$ cat src/rtl/ram_word_master_if.sv
// Request/response and byte-RAM signal bundle for ram_word_master.
// req_be exists only when RAM_WORD_MASTER_BYTEMASK_EN is defined.
interface ram_word_master_if #(
  parameter int LOG_HEIGHT = 3
);
  // Handshake: a request transfers on a rising edge where req_valid && req_ready.
  // The initiator holds req_* stable while req_valid is high and not yet accepted;
  // rsp_valid is a single-cycle strobe with no back-pressure.
  logic                  req_valid;
  logic                  req_ready;
  logic                  req_write;
  logic [LOG_HEIGHT+1:0] req_adr;
  logic [31:0]           req_wdata;
`ifdef RAM_WORD_MASTER_BYTEMASK_EN
  logic [3:0]            req_be;
`endif
  logic                  rsp_valid;
  logic [31:0]           rsp_rdata;
  logic [LOG_HEIGHT+1:0] mem_adr;
  logic                  mem_rwn;
  logic [7:0]            mem_bytein;
  logic [7:0]            mem_byteout;

  modport master (
`ifdef RAM_WORD_MASTER_BYTEMASK_EN
    input  req_be,
`endif
    input  req_valid, req_write, req_adr, req_wdata, mem_byteout,
    output req_ready, rsp_valid, rsp_rdata, mem_adr, mem_rwn, mem_bytein
  );

  modport slave (
`ifdef RAM_WORD_MASTER_BYTEMASK_EN
    output req_be,
`endif
    output req_valid, req_write, req_adr, req_wdata, mem_byteout,
    input  req_ready, rsp_valid, rsp_rdata, mem_adr, mem_rwn, mem_bytein
  );
endinterface

$ cat src/rtl/ram_word_master.sv
// Sequences 32-bit word requests into four byte accesses on the byte RAM.
// Optional byte mask: define RAM_WORD_MASTER_BYTEMASK_EN.
module ram_word_master #(
  parameter int LOG_HEIGHT = 3,
  parameter int RD_LAT     = 1
) (
  input  logic               clock,
  input  logic               reset_n,
  ram_word_master_if.master  bus,
  output logic [1:0]         dbg_state
);
  localparam int AW = LOG_HEIGHT + 2;
  localparam int DW = $clog2(RD_LAT + 1);

  typedef enum logic [1:0] {IDLE, ACCESS, DRAIN, DONE} state_t;

  state_t          state;
  logic [1:0]      cnt;
  logic [DW-1:0]   dcnt;
  logic [AW-3:0]   base_hi;
  logic            wr;
  logic [31:0]     wdata;
  logic [3:0]      be;
  logic [31:0]     asm_word;
  logic [31:0]     byte_mask;
  logic [RD_LAT-1:0]      cap_vld;
  logic [RD_LAT-1:0][1:0] cap_idx;

  logic [3:0]      req_be_in;
  logic            accept;
  logic            issue_next;
  logic [1:0]      nxt_k;
  logic [AW-3:0]   nxt_hi;
  logic            nxt_wr;
  logic [31:0]     nxt_wdata;
  logic [3:0]      nxt_be;
  logic            unused_adr_lsb;

`ifdef RAM_WORD_MASTER_BYTEMASK_EN
  assign req_be_in = bus.req_be;
`else
  assign req_be_in = 4'hF;
`endif

  assign unused_adr_lsb = ^bus.req_adr[1:0];
  assign dbg_state      = state;
  assign accept         = (state == IDLE) && bus.req_valid && bus.req_ready;
  assign byte_mask      = {{8{be[3]}}, {8{be[2]}}, {8{be[1]}}, {8{be[0]}}};

  // Byte access driven in the next cycle; on acceptance it comes straight from the request.
  always_comb begin
    issue_next = accept || ((state == ACCESS) && (cnt != 2'd3));
    nxt_k      = accept ? 2'd0 : cnt + 2'd1;
    nxt_hi     = accept ? bus.req_adr[AW-1:2] : base_hi;
    nxt_wr     = accept ? bus.req_write : wr;
    nxt_wdata  = accept ? bus.req_wdata : wdata;
    nxt_be     = accept ? req_be_in : be;
  end

  always_ff @(posedge clock or negedge reset_n) begin
    if (!reset_n) begin
      state          <= IDLE;
      cnt            <= '0;
      dcnt           <= '0;
      base_hi        <= '0;
      wr             <= 1'b0;
      wdata          <= '0;
      be             <= '0;
      asm_word       <= '0;
      cap_vld        <= '0;
      cap_idx        <= '0;
      bus.req_ready  <= 1'b0;
      bus.rsp_valid  <= 1'b0;
      bus.rsp_rdata  <= '0;
      bus.mem_adr    <= '0;
      bus.mem_rwn    <= 1'b1;
      bus.mem_bytein <= '0;
    end else begin
      bus.req_ready  <= 1'b0;
      bus.rsp_valid  <= 1'b0;
      bus.mem_adr    <= '0;
      bus.mem_rwn    <= 1'b1;
      bus.mem_bytein <= '0;

      case (state)
        IDLE: begin
          if (accept) begin
            base_hi <= bus.req_adr[AW-1:2];
            wr      <= bus.req_write;
            wdata   <= bus.req_wdata;
            be      <= req_be_in;
            cnt     <= 2'd0;
            state   <= ACCESS;
          end else begin
            bus.req_ready <= 1'b1;
          end
        end
        ACCESS: begin
          if (cnt == 2'd3) begin
            if (wr) begin
              state         <= DONE;
              bus.rsp_valid <= 1'b1;
            end else begin
              state <= DRAIN;
              dcnt  <= '0;
            end
          end else begin
            cnt <= cnt + 2'd1;
          end
        end
        DRAIN: begin
          if (dcnt == DW'(RD_LAT - 1)) begin
            state         <= DONE;
            bus.rsp_valid <= 1'b1;
          end else begin
            dcnt <= dcnt + DW'(1);
          end
        end
        DONE: begin
          state         <= IDLE;
          bus.req_ready <= 1'b1;
        end
        default: state <= IDLE;
      endcase

      if (issue_next) begin
        bus.mem_adr    <= {nxt_hi, nxt_k};
        bus.mem_rwn    <= !(nxt_wr && nxt_be[nxt_k]);
        bus.mem_bytein <= nxt_wr ? nxt_wdata[8*nxt_k +: 8] : 8'h00;
      end

      // Each read byte's index travels RD_LAT cycles to meet its data on mem_byteout.
      cap_vld[0] <= (state == ACCESS) && !wr;
      cap_idx[0] <= cnt;
      for (int i = 1; i < RD_LAT; i++) begin
        cap_vld[i] <= cap_vld[i-1];
        cap_idx[i] <= cap_idx[i-1];
      end

      if (cap_vld[RD_LAT-1]) begin
        if (cap_idx[RD_LAT-1] == 2'd3) begin
          bus.rsp_rdata <= {bus.mem_byteout, asm_word[23:0]} & byte_mask;
        end else begin
          asm_word[8*cap_idx[RD_LAT-1] +: 8] <= bus.mem_byteout;
        end
      end
    end
  end
endmodule

$ cat src/flat_wrapper.sv
// flat-port wrapper written by rule: the top's interface ports become plain ports
module ram_word_master_flat 
#(
  parameter int LOG_HEIGHT = 3,
  parameter int RD_LAT     = 1
)
  (clock, reset_n, dbg_state, bus_req_valid, bus_req_write, bus_req_adr, bus_req_wdata, bus_mem_byteout, bus_req_ready, bus_rsp_valid, bus_rsp_rdata, bus_mem_adr, bus_mem_rwn, bus_mem_bytein);
  ram_word_master_if #(.LOG_HEIGHT(LOG_HEIGHT)) bus_i ();
  input  logic clock;
  input  logic reset_n;
  output logic [1:0] dbg_state;
  input wire logic [$bits(bus_i.req_valid)-1:0] bus_req_valid;
  input wire logic [$bits(bus_i.req_write)-1:0] bus_req_write;
  input wire logic [$bits(bus_i.req_adr)-1:0] bus_req_adr;
  input wire logic [$bits(bus_i.req_wdata)-1:0] bus_req_wdata;
  input wire logic [$bits(bus_i.mem_byteout)-1:0] bus_mem_byteout;
  output wire logic [$bits(bus_i.req_ready)-1:0] bus_req_ready;
  output wire logic [$bits(bus_i.rsp_valid)-1:0] bus_rsp_valid;
  output wire logic [$bits(bus_i.rsp_rdata)-1:0] bus_rsp_rdata;
  output wire logic [$bits(bus_i.mem_adr)-1:0] bus_mem_adr;
  output wire logic [$bits(bus_i.mem_rwn)-1:0] bus_mem_rwn;
  output wire logic [$bits(bus_i.mem_bytein)-1:0] bus_mem_bytein;
  assign bus_i.req_valid = bus_req_valid;
  assign bus_i.req_write = bus_req_write;
  assign bus_i.req_adr = bus_req_adr;
  assign bus_i.req_wdata = bus_req_wdata;
  assign bus_i.mem_byteout = bus_mem_byteout;
  assign bus_req_ready = bus_i.req_ready;
  assign bus_rsp_valid = bus_i.rsp_valid;
  assign bus_rsp_rdata = bus_i.rsp_rdata;
  assign bus_mem_adr = bus_i.mem_adr;
  assign bus_mem_rwn = bus_i.mem_rwn;
  assign bus_mem_bytein = bus_i.mem_bytein;
  ram_word_master #(.LOG_HEIGHT(LOG_HEIGHT), .RD_LAT(RD_LAT)) u_core (.clock(clock), .reset_n(reset_n), .bus(bus_i), .dbg_state(dbg_state));
endmodule
$ cat config.mk
export PLATFORM = sky130hd
export DESIGN_NAME = ram_word_master_flat
export DESIGN_NICKNAME = d
export VERILOG_FILES = /design/src/rtl/ram_word_master_if.sv /design/src/rtl/ram_word_master.sv /design/src/flat_wrapper.sv
export SDC_FILE = /design/constraint.sdc
export NUM_CORES = 1
export LEC_CHECK = 0
export CAP_MARGIN = 25
export CORE_MARGIN = 3
export CORE_UTILIZATION = 53
export CTS_BUF_LIST = sky130_fd_sc_hd__clkbuf_8
export DETAILED_ROUTE_END_ITERATION = 10
export GPL_TIMING_DRIVEN = 0
export PLACE_DENSITY = 0.82
export SYNTH_ARGS = -nofsm -noshare
export SYNTH_HDL_FRONTEND = slang
export SYNTH_SLANG_ARGS = --single-unit
export TNS_END_PERCENT = 100
$ cat constraint.sdc
create_clock -name clock -period 2.1 [get_ports clock]
set_input_delay 0.63 -clock clock [delete_from_list [all_inputs] [get_ports clock]]
set_output_delay 0.63 -clock clock [all_outputs]
set_load 0.1 [all_outputs]
Yosys cells after proc, flatten, opt, wreduce, memory -nomap -nowiden
Index checks and enable logic that the tools add are counted.
- logic and storage cells: 82
- register bits after elaboration: 128
- add/subtract/negate cells: 3
- shifts and indexed selects: 3
- bitwise logic cells: 2
- multiplexer cells: 30
- eq/ne operators: 11
- reductions and logical operators: 16
- order comparisons: 1
- operators with widths (kind ; count):
    $neg A5 Y34 ; 1
    $shift A8 B34 Y32 const A ; 1
    $shiftx A8 B34 Y32 ; 1
    $and A32 B32 Y32 ; 1
    $bwmux W32 ; 1
    $mux W32 ; 1
    $shiftx A32 B6 Y8 ; 1
    $mux W8 ; 2
    $mux W2 ; 6
    $mux W1 ; 11
    $reduce_and A3 Y1 ; 3
    $eq A2 B2 Y1 const B ; 4
    $ne A2 B2 Y1 const B ; 4
    $pmux W2 S4 ; 1
    $pmux W1 S2 ; 3
    $logic_and A1 B1 Y1 ; 5
    $mux W5 ; 1
    $mux W4 ; 1
    $ne A2 B1 Y1 const B ; 2
    $pmux W2 S2 ; 1
    $reduce_and A2 Y1 ; 2
    $reduce_bool A2 Y1 ; 2
    $lt A2 B3 Y1 const B ; 1
    $mux W3 ; 1
    8 further kinds ; 9

Logic depth before layout (Yosys ltp)
- word-level depth: 9
- gate-level depth with buffers: 7
- gate-level depth less buffers: 5

Worst setup path before layout
Ideal clock, no wire load.
- path kind: reg2reg
- start point: register u_core.state[0], in the netlist u_core.dbg_state[0]
- end point: register u_core.bus.mem_rwn
- stages on the path, launching flop included: 8
- required time: 2.018 ns
- buffers on the path: 2
- path slack: -0.295 ns
- arrival: 2.314 ns
- setup time: 0.082 ns
- cell sequence: dfrtp_1 > inv_1 > ha_1 > and3_1 > buf_2 > o31a_1 > buf_2 > o21bai_1
- cells in the longest elaborated chain, start to end: 9
- elaborated cells between the ends (all ways): 14
- those cells by class: eq/ne: 1; mux: 6; reduce/logical: 7
- RTL lines (element ; RTL line ; RTL):
    start, declared ; ram_word_master.sv:17 ; state_t state;
    start signal, assigned ; ram_word_master.sv:62 ; state <= IDLE;
    start signal, assigned ; ram_word_master.sv:93 ; state <= ACCESS;
    start signal, assigned ; ram_word_master.sv:101 ; state <= DONE;
    $logic_not A2 Y1 ; ram_word_master.sv:47 ; assign accept = (state == IDLE) && bus.req_valid && bus.req_ready;
    $logic_and A1 B1 Y1 (2 in series) ; ram_word_master.sv:47 ;
    $mux W4 or $mux W2 (tied branches) ; ram_word_master.sv:57, ram_word_master.sv:53 ;
    $bmux W1 S2 ; ram_word_master.sv:128 ; bus.mem_rwn <= !(nxt_wr && nxt_be[nxt_k]);
    $mux W1 (implied by the code) ; ram_word_master.sv:128 ;
    $logic_and A1 B1 Y1 ; ram_word_master.sv:128 ;
    $logic_not A1 Y1 ; ram_word_master.sv:128 ;
    $mux W1 * ; ram_word_master.sv:126 ; if (issue_next) begin
    end signal, assigned ; ram_word_master.sv:128 ;
    end, declared ; ram_word_master_if.sv:29 ; output req_ready, rsp_valid, rsp_rdata, mem_adr, mem_rwn, mem_bytein
Every way passes the cells marked *; elsewhere a longest branch is shown, timed or not. The select of a mux whose other input is x is not followed.
A chain may end at the register's enable or synchronous reset.

Worst setup path in the final report
- start point: register u_core.state[0], in the netlist u_core.dbg_state[0]
- end point: output port dbg_state[0]
- RTL lines (element ; RTL line ; RTL):
    end, declared ; flat_wrapper.sv:11 ; output logic [1:0] dbg_state;
No word-level cell between the ends.

==> metrics <==
drt first-iter violations=145; count leader, synth=nand2_1; Overflow after GRT=0; met2 usage=37.3%; Avg Inst Size Synth=10.4 µm²; Clock Path Buffers=2; area grow syn2layout=32.3%; CTS Buf Count=17; fill cell count=625; setup ws final=65.9 ps; CP bufs+invs=1; cell family with most CP delay=buffers and inverters; status=completed; Pint=6.03 mW; f_max=0.492 GHz; Clk Latency, worst-skew pair=430 ps; Residual DRC=0; Leakage=3.07 nW; H-tree level count=4; Async SR Flop Fraction=100%; Psw=5.38 mW; setup TNS=0 ps; CORE AREA=0.00889 mm²; vias in the first global route=3861; Util after Layout=73.4%; Netlist cell types=28; effective utilization at floorplan=55.4%; Worst setup SP type=flip-flop; Post-Synthesis Cells=474; Cell Pwr Density=1750 mW/mm²; Setup WS pre-CTS=-174 ps; share of layout cells above drive strength 1=19.2%; Max VDD drop=0.00103 V; Critical Path RT=1470 ps; Worst-path clk slew=80 ps; Worst-Margin Slew=736 ps; critical path arrival=1400 ps; root buffer cell=clkbuf_8; Clock Power Share=19.1%; first-pass iteration count of the detailed router=5; Ys Warns=0; slowest cell delay on critical path=560 ps; chip height=102 µm; Final min period=2030 ps; Syn Nets=534; relative slew slack=51.0%; Power Total=11.4 mW; initial antenna violation count=0; remaining antenna violation count after routing=0; DR vias=3878; area occupied by multi-input gates=0.00184 mm²; average wire per standard cell=16.1 µm; switching share of power=47.1%; post-detail-place hpwl=8.04 mm; Die X=102 µm; Crit-path slowest cell=clkdlybuf4s15_2; Avg Vias per Cell=5.45; hold crit path type=input pin to async pin; Max Cap Viol=0; Setup violations, final=0; Seq pwr share=32.8%; final worst path period share=96.9%; global-route wire length before repair=18.8 mm; FF+latch count, synth=119; n_diodes=0; area leader, netlist=dfrtp_1; largest net degree at the start of global routing=63; TritonCTS clock tree=yes; Final Hold Viols=0; commonest register cell after synthesis=dfrtp_1; GRT busiest layer=met2; GRT Total Usage=23.2%; Syn Std Cell Area=0.00493 mm²; Combinational Power Share=48.0%; Synth top area share=59.9%; Setup CP Type=flip-flop to output port; Core Rows=34; post_cts resized=153; crit-path max FO=5; Clock Skews=15.8 ps; Post-CTS Setup Inserts=0; M1 GR Usage=30.1%; GR Layer Usage met3=6.76%; sequential area share after synthesis=60.4%; Setup crit end kind=output port; I/O Buffers=96; dominant cells by area after synthesis=dfrtp_1, nand2_1, a22o_1; cells along the critical path=clkdlybuf4s15_2; IO Count=99; total wire length=11.4 mm; Seq. cell area=0.00298 mm²; full die area=0.0105 mm²; top cells by count, synth=nand2_1, dfrtp_1, o21ai_0; number of flops mapped to enable cells by yosys=0; fin nets=650; Max Slew Vio Count=0; CTS sink count=119; global placer's final weighted congestion=0.827; hold buffer count at cts=0
==> stage by stage <==
step           instance area (µm²)  std cells  hold slack, ps
2_1_floorplan                 4930        474             334
3_3_place_gp                  6030        678             419
3_5_place_dp                  6050        679             428
4_1_cts                       6520        711             281
5_1_grt                       6520        711             311
6_report                      6520        711             264
==> power groups by stage <==
stage	sequential, mW	clock (mW)	combinational [mW]
2_1_floorplan	6.16	0	1.77
3_3_place_gp	3.73	0	5.44
3_5_place_dp	3.78	0	5.56
4_1_cts	3.74	2.21	5.49
5_1_grt	3.86	2.32	5.84
6_report	3.75	2.18	5.48
==> worst reg2reg max path, delay by kind of cell (launching register included) <==
family,cells,cell delay [ps]
flip-flops,1,410
AND/OR/NAND/NOR,1,190
AO/OA/AOI/OAI,2,530
buffers and inverters,3,420
adder cells (fa/ha/maj),1,280
==> layout make-up <==
type                       instances  share of cell area (%)
clock inverter                    14                    2.57
sequential                       119                    45.7
clock buffer                      18                    3.80
tap                              108                    2.07
buffer                            25                    1.57
timing repair buffer              97                    15.9
inverter                           4                   0.230
multi-input combinational        326                    28.2
==> kinds of logic (layout without fill, tap and decap cells) <==
logic type | Yosys count | in the layout | share of synthesized area (%)
and+or+nand+nor | 218 | 218 | 19.3
AOI/OAI and AO/OA | 79 | 79 | 10.8
muxes | 18 | 18 | 4.34
DFF | 119 | 119 | 60.4
adders and majority gates | 11 | 11 | 2.79
buffers and inverters | 29 | 158 | 2.39
==> layer usage <==
layer | vias up | part of all wire, %
li1 | 1826 | -
met1 | 1881 | 42
met2 | 154 | 50
met3 | 17 | 6.6
met4 | 0 | 1.7
met5 | - | 0
==> path summary, 6_finish.rpt <==
check / slack, ps / start / to / depth (start not counted)
max: 70 / u_core.dbg_state[0] / dbg_state[0] / 1
min: 260 / reset_n / u_core.bus.rsp_rdata[4] / 1
max reg2reg: 140 / u_core.dbg_state[0] / u_core.bus.mem_bytein[0] / 7
min reg2reg: 450 / u_core.cnt[1] / u_core.cap_idx[1] / 0
max in group asynchronous: 1040 / reset_n / u_core.bus.mem_rwn / 2
min in group clock: 450 / u_core.cnt[1] / u_core.cap_idx[1] / 0
==> flip-flops by register name, indices dropped and copies added, names as in the netlist <==
| register | flops |
|---|---|
| u_core.bus.req_ready | 1 |
| u_core.wdata | 32 |
| u_core.wr | 1 |
| u_core.bus.rsp_valid | 1 |
| u_core.dbg_state | 2 |
| u_core.be | 4 |
| u_core.bus.mem_rwn | 1 |
| u_core.cap_idx | 2 |
| u_core.bus.mem_bytein | 8 |
| u_core.bus.mem_adr | 5 |
| u_core.cap_vld | 1 |
| u_core.bus.rsp_rdata | 32 |
| u_core.cnt | 2 |
| u_core.base_hi | 3 |
| u_core.asm_word | 24 |
==> placed cells by master, fill, tap and decap left out, types with 8 or more instances in the layout <==
cell / count
o21ai_0: 35
buf_2: 9
nand2_1: 183
ha_1: 11
clkbuf_1: 14
clkbuf_8: 18
clkdlybuf4s50_1: 45
a31oi_1: 9
inv_1: 8
clkdlybuf4s15_2: 47
nand3_1: 9
a22o_1: 29
dfrtp_1: 116
mux2_2: 17
Power figures use the tool's default switching activity.
